$ cat config.mk
export PLATFORM = sky130hd
export DESIGN_NAME = cmp_share_arbiter
export DESIGN_NICKNAME = d
export VERILOG_FILES = /design/src/rtl/cmp_share_arbiter.sv
export SDC_FILE = /design/constraint.sdc
export NUM_CORES = 1
export LEC_CHECK = 0
export ABC_AREA = 1
export CELL_PAD_IN_SITES_DETAIL_PLACEMENT = 0
export CELL_PAD_IN_SITES_GLOBAL_PLACEMENT = 1
export CORE_ASPECT_RATIO = 0.75
export CORE_MARGIN = 10
export CORE_UTILIZATION = 25
export CTS_CLUSTER_DIAMETER = 150
export CTS_CLUSTER_SIZE = 25
export DETAILED_ROUTE_END_ITERATION = 7
export GPL_ROUTABILITY_DRIVEN = 0
export HOLD_SLACK_MARGIN = 0.1
export PLACE_DENSITY = 0.79
export SLEW_MARGIN = 30
export SYNTH_ARGS = -nofsm -noshare
export SYNTH_HDL_FRONTEND = slang
export SYNTH_SLANG_ARGS = --single-unit
$ cat constraint.sdc
create_clock -name clk -period 2.3 [get_ports clk]
set_input_delay 0.575 -clock clk [delete_from_list [all_inputs] [get_ports clk]]
set_output_delay 0.575 -clock clk [all_outputs]
set_load 0.02 [all_outputs]
$ cat src/rtl/cmp_share_arbiter.sv
// Round-robin sharing of one external magnitude comparator between NREQ requesters.
// Each accepted operand pair produces exactly one id-tagged gt/ls/eq response.
module cmp_share_arbiter #(
  parameter int N    = 8,
  parameter int NREQ = 4,
  parameter int IDW  = 2
) (
  input  logic              clk,
  input  logic              rst_n,
  input  logic [NREQ-1:0]   req_valid,
  output logic [NREQ-1:0]   req_ready,
  input  logic [NREQ*N-1:0] req_a,
  input  logic [NREQ*N-1:0] req_b,
  output logic [N-1:0]      cmp_a,
  output logic [N-1:0]      cmp_b,
  input  logic              cmp_gt,
  input  logic              cmp_ls,
  input  logic              cmp_eq,
  output logic              rsp_valid,
  input  logic              rsp_ready,
  output logic [IDW-1:0]    rsp_id,
  output logic              rsp_gt,
  output logic              rsp_ls,
  output logic              rsp_eq
);

  typedef enum logic [1:0] {
    ST_IDLE = 2'd0,
    ST_CMP  = 2'd1,
    ST_RESP = 2'd2
  } state_t;

  state_t           r_state;
  state_t           w_next_state;
  logic [IDW-1:0]   r_rr_ptr;
  logic [IDW-1:0]   w_winner;
  logic [IDW-1:0]   w_next_ptr;
  logic             w_found;
  logic             w_accept;
  logic [NREQ-1:0]  w_grant;
  logic [N-1:0]     w_sel_a;
  logic [N-1:0]     w_sel_b;
  logic [N-1:0]     r_cmp_a;
  logic [N-1:0]     r_cmp_b;
  logic [IDW-1:0]   r_rsp_id;
  logic             r_rsp_valid;
  logic             r_rsp_gt;
  logic             r_rsp_ls;
  logic             r_rsp_eq;

  // Round-robin search: first valid requester starting at the pointer, wrapping modulo NREQ.
  always_comb begin
    int idx;
    idx      = 0;
    w_found  = 1'b0;
    w_winner = '0;
    for (int k = 0; k < NREQ; k++) begin
      idx = int'(r_rr_ptr) + k;
      if (idx >= NREQ) begin
        idx = idx - NREQ;
      end else begin
        idx = idx;
      end
      if (!w_found && req_valid[idx]) begin
        w_found  = 1'b1;
        w_winner = IDW'(idx);
      end else begin
        w_found  = w_found;
      end
    end
  end

  // Grant decode, winner operand mux and pointer advance.
  always_comb begin
    w_accept = 1'b0;
    w_grant  = '0;
    if (rst_n && (r_state == ST_IDLE) && w_found) begin
      w_accept = 1'b1;
      w_grant  = {{(NREQ-1){1'b0}}, 1'b1} << w_winner;
    end else begin
      w_accept = 1'b0;
      w_grant  = '0;
    end
    w_sel_a = req_a[int'(w_winner)*N +: N];
    w_sel_b = req_b[int'(w_winner)*N +: N];
    if (int'(w_winner) == (NREQ - 1)) begin
      w_next_ptr = '0;
    end else begin
      w_next_ptr = w_winner + IDW'(1);
    end
  end

  // Next-state logic for the accept / compare / respond sequence.
  always_comb begin
    w_next_state = r_state;
    case (r_state)
      ST_IDLE: begin
        if (w_accept) begin
          w_next_state = ST_CMP;
        end else begin
          w_next_state = ST_IDLE;
        end
      end
      ST_CMP: begin
        w_next_state = ST_RESP;
      end
      ST_RESP: begin
        if (rsp_ready) begin
          w_next_state = ST_IDLE;
        end else begin
          w_next_state = ST_RESP;
        end
      end
      default: begin
        w_next_state = ST_IDLE;
      end
    endcase
  end

  // State register.
  always_ff @(posedge clk or negedge rst_n) begin
    if (!rst_n) begin
      r_state <= ST_IDLE;
    end else begin
      r_state <= w_next_state;
    end
  end

  // Operand capture, requester id and fairness pointer update on accept.
  always_ff @(posedge clk or negedge rst_n) begin
    if (!rst_n) begin
      r_cmp_a  <= '0;
      r_cmp_b  <= '0;
      r_rsp_id <= '0;
      r_rr_ptr <= '0;
    end else if (w_accept) begin
      r_cmp_a  <= w_sel_a;
      r_cmp_b  <= w_sel_b;
      r_rsp_id <= w_winner;
      r_rr_ptr <= w_next_ptr;
    end
  end

  // Result capture; flags are taken raw so a faulty comparator stays visible downstream.
  always_ff @(posedge clk or negedge rst_n) begin
    if (!rst_n) begin
      r_rsp_valid <= 1'b0;
      r_rsp_gt    <= 1'b0;
      r_rsp_ls    <= 1'b0;
      r_rsp_eq    <= 1'b0;
    end else begin
      case (r_state)
        ST_CMP: begin
          r_rsp_valid <= 1'b1;
          r_rsp_gt    <= cmp_gt;
          r_rsp_ls    <= cmp_ls;
          r_rsp_eq    <= cmp_eq;
        end
        ST_RESP: begin
          if (rsp_ready) begin
            r_rsp_valid <= 1'b0;
          end
        end
        default: begin
          r_rsp_valid <= 1'b0;
        end
      endcase
    end
  end

  assign req_ready = w_grant;
  assign cmp_a     = r_cmp_a;
  assign cmp_b     = r_cmp_b;
  assign rsp_valid = r_rsp_valid;
  assign rsp_id    = r_rsp_id;
  assign rsp_gt    = r_rsp_gt;
  assign rsp_ls    = r_rsp_ls;
  assign rsp_eq    = r_rsp_eq;

endmodule
==> impl_metrics.py <==
metrics = {
    "timing": {
        "drv_slew": 0,
        "rsz0062_at_grt": "true",
        "finalHoldViolations": 0,
        "relSlewSlack": 0.7575,
        "finClkSkew_ns": 0.002817,
        "worst_slack_ns": -0.2783,
        "layout_min_cycle_time_ns": 2.578,
        "fmax_mhz": 387.9,
        "worstMarginPinSlew_ns": 0.3637,
        "finalSetupViolations": 4,
        "post-route-period-util": 1.121,
    },
    "pwr": {
        "power-per-cell-area_nw_per_um2": 1555,
        "leakage_nw": 1.947,
        "peakVddDrop_uv": 625.1,
    },
    "placed_design": {
        "dp.cells": 572,
        "dpl_worst_slack_ns": -0.9992,
        "io_buffer_count": 99,
        "place_hpwl_um": 6135,
    },
    "cells_and_area": {
        "mostFrequentLayoutCells": "nand2_1, clkdlybuf4s50_1, inv_1, nand3_1",
        "drive_gt1_frac": 0.1780,
        "instances_no_fill": 580,
        "final_common_cell": "nand2_1",
        "nNetsFinal": 548,
        "antenna_cells": 0,
        "final_core_util": 0.4251,
        "area_delta_synth_final_pct": 64.70,
    },
    "routing": {
        "drt_wl_total_um": 8017,
        "num_vias": 2516,
        "drc": 0,
        "final_antenna_net_count": 0,
        "routedWlPerCell_um": 13.82,
        "firstDrtPassIters": 4,
        "viasPerCell": 4.338,
        "drtIter0Drc": 88,
    },
    "global_routing": {
        "grt_pass1_vias": 2594,
        "overflow": 0,
        "antenna_found_initial": 0,
        "grt_usage": 0.1175,
        "grt_max_degree": 33,
        "grt_pass1_wl_um": 12730,
    },
    "critical_path": {
        "cp_max_fo": 4,
        "critPathLaunch": "req_valid[2]",
        "worstSetupPathType": "input pin to output pin",
        "worst_setup_path_end_kind": "output pin",
        "timing.rr.start": "r_rr_ptr[0]$_DFFE_PN0P_",
        "arrival_ns": 2.00,
        "critPathRequiredTime_ns": 1.73,
        "crit_path_start_kind": "input pin",
    },
    "yosys": {
        "ys_top_cells_by_area": "dfrtp_1, nand2_1, nand3_1, inv_1, buf_6",
        "ys_seq_elements": 26,
        "ys_types": 23,
        "synth_seq_area_share": 0.2956,
        "yosysTopAreaCell": "dfrtp_1",
        "synthesis.area_um2": 2201,
        "synth_nets": 433,
        "syn-instance-count": 358,
        "ys_warn_count": 0,
        "syn_avg_cell_area_um2": 6.148,
        "synth_top_area_frac": 0.2956,
    },
    "clock_tree": {
        "path_clk_slew_ns": 0.06,
        "cts_buffers": 3,
        "cts-root-buf": "clkbuf_16",
        "clock_latency_ns": 0.26,
        "cts_htree_levels": 1,
        "hold_buffers": 0,
        "cts_tree": "yes",
        "cts_sinks": 26,
        "clockBufferDepth": 2,
    },
    "job": {
        "max_cap_violations": 0,
    },
    "floorplanning": {
        "io_pins": 100,
        "dieArea_um2": 13000,
        "start_util": 0.2581,
        "rows": 29,
        "die_x_um": 128.3,
        "fp.dieH_um": 101.3,
        "core_um2": 8527,
    },
    "outcome": {
        "status": "finished, violations left",
        "violations": "setup timing",
    },
    "worst_hold_path": {
        "hold_path_class": "register to register",
        "worstHoldStart": "cmp_a[2]$_DFFE_PN0P_",
    },
}
==> path summary, 6_finish.rpt <==
| path | depth (start not counted) | to | slack [ns] |
|---|---|---|---|
| min reg2reg | 2 | cmp_a[2]$_DFFE_PN0P_ | 0.49 |
| max | 12 | req_ready[1] | -0.28 |
| min | 2 | cmp_a[2]$_DFFE_PN0P_ | 0.49 |
| max in group asynchronous | 2 | r_rr_ptr[0]$_DFFE_PN0P_ | 1.18 |
| max reg2reg | 14 | r_rr_ptr[1]$_DFFE_PN0P_ | 0.11 |
| min in group asynchronous | 2 | rsp_id[0]$_DFFE_PN0P_ | 0.85 |
==> area by class of cell <==
cell class	instances	area, um2
Fill cell	899	4902
Sequential cell	26	651.9
Inverter	77	299.0
Clock inverter	1	30.03
Timing Repair Buffer	126	1201
Multi-Input combinational cell	239	1232
Clock buffer	3	75.07
Tap cell	108	135.1
==> worst max-delay path: stages <==
cell,delay (ns)
dlygate4sd2_1,0.25
inv_2,0.07
nand2_2,0.07
nand3_4,0.10
nand2_4,0.08
nor2_8,0.14
nand2_2,0.06
or2_4,0.26
nand4_4,0.09
buf_6,0.14
nor3_4,0.04
buf_6,0.13
==> stage by stage <==
stage                     setup TNS (ns)  hold slack [ns]  power (mW)  cell area, um2
final                             -1.043           0.4851       5.638            3625
after detailed placement          -12.05           0.4688       4.875            3388
after global routing              -1.510           0.5090       6.166            3625
after floorplan                 -0.02747           0.2794       3.574            2227
after global placement            -10.22           0.4638       4.831            3388
after CTS                         -1.093           0.4841       5.632            3587
==> repair_timing <==
action | 4_1_cts | 5_1_grt
gates cloned | 0 | 0
buffers inserted | 5 | 0
gates resized for setup | 51 | 10
endpoints found under the setup margin | 23 | 17
pin swaps | 11 | 7
==> power breakdown <==
part / switching, mW / internal, mW
Clock: 0.155 / 0.346
Sequential: 0.147 / 0.691
Combinational: 2.57 / 1.73
==> kinds of logic (layout without fill, tap and decap cells) <==
group,Yosys count,after routing,synth area share
AND/OR/NAND/NOR,231,231,0.4821
buffers and inverters,93,207,0.1922
flip-flops,26,26,0.2956
AO/OA/AOI/OAI,4,4,0.009092
multiplexers,3,3,0.01535
adder cells (fa/ha/maj),1,1,0.005684
==> synthesized netlist by cell type, drive strengths merged <==
library cell,number
nand3,72
inv,77
dfrtp,26
nor3,1
buf,16
nand4,2
o21ai,3
nor2,12
mux2,3
ha,1
nand2,143
a21oi,1
or2,1
==> flip-flops by register name, summed over array words and instances (netlist names) <==
register   count
cmp_a          8
cmp_b          8
r_rr_ptr       2
r_state        2
rsp_id         2
rsp_eq         1
rsp_gt         1
rsp_ls         1
rsp_valid      1
==> layer usage <==
layer  GRT usage  share of wire
met2      0.1943           0.45
met1      0.1512           0.47
met4     0.01036         0.0019
met5           0              0
met3     0.03862          0.073
Power figures use the tool's default switching activity.
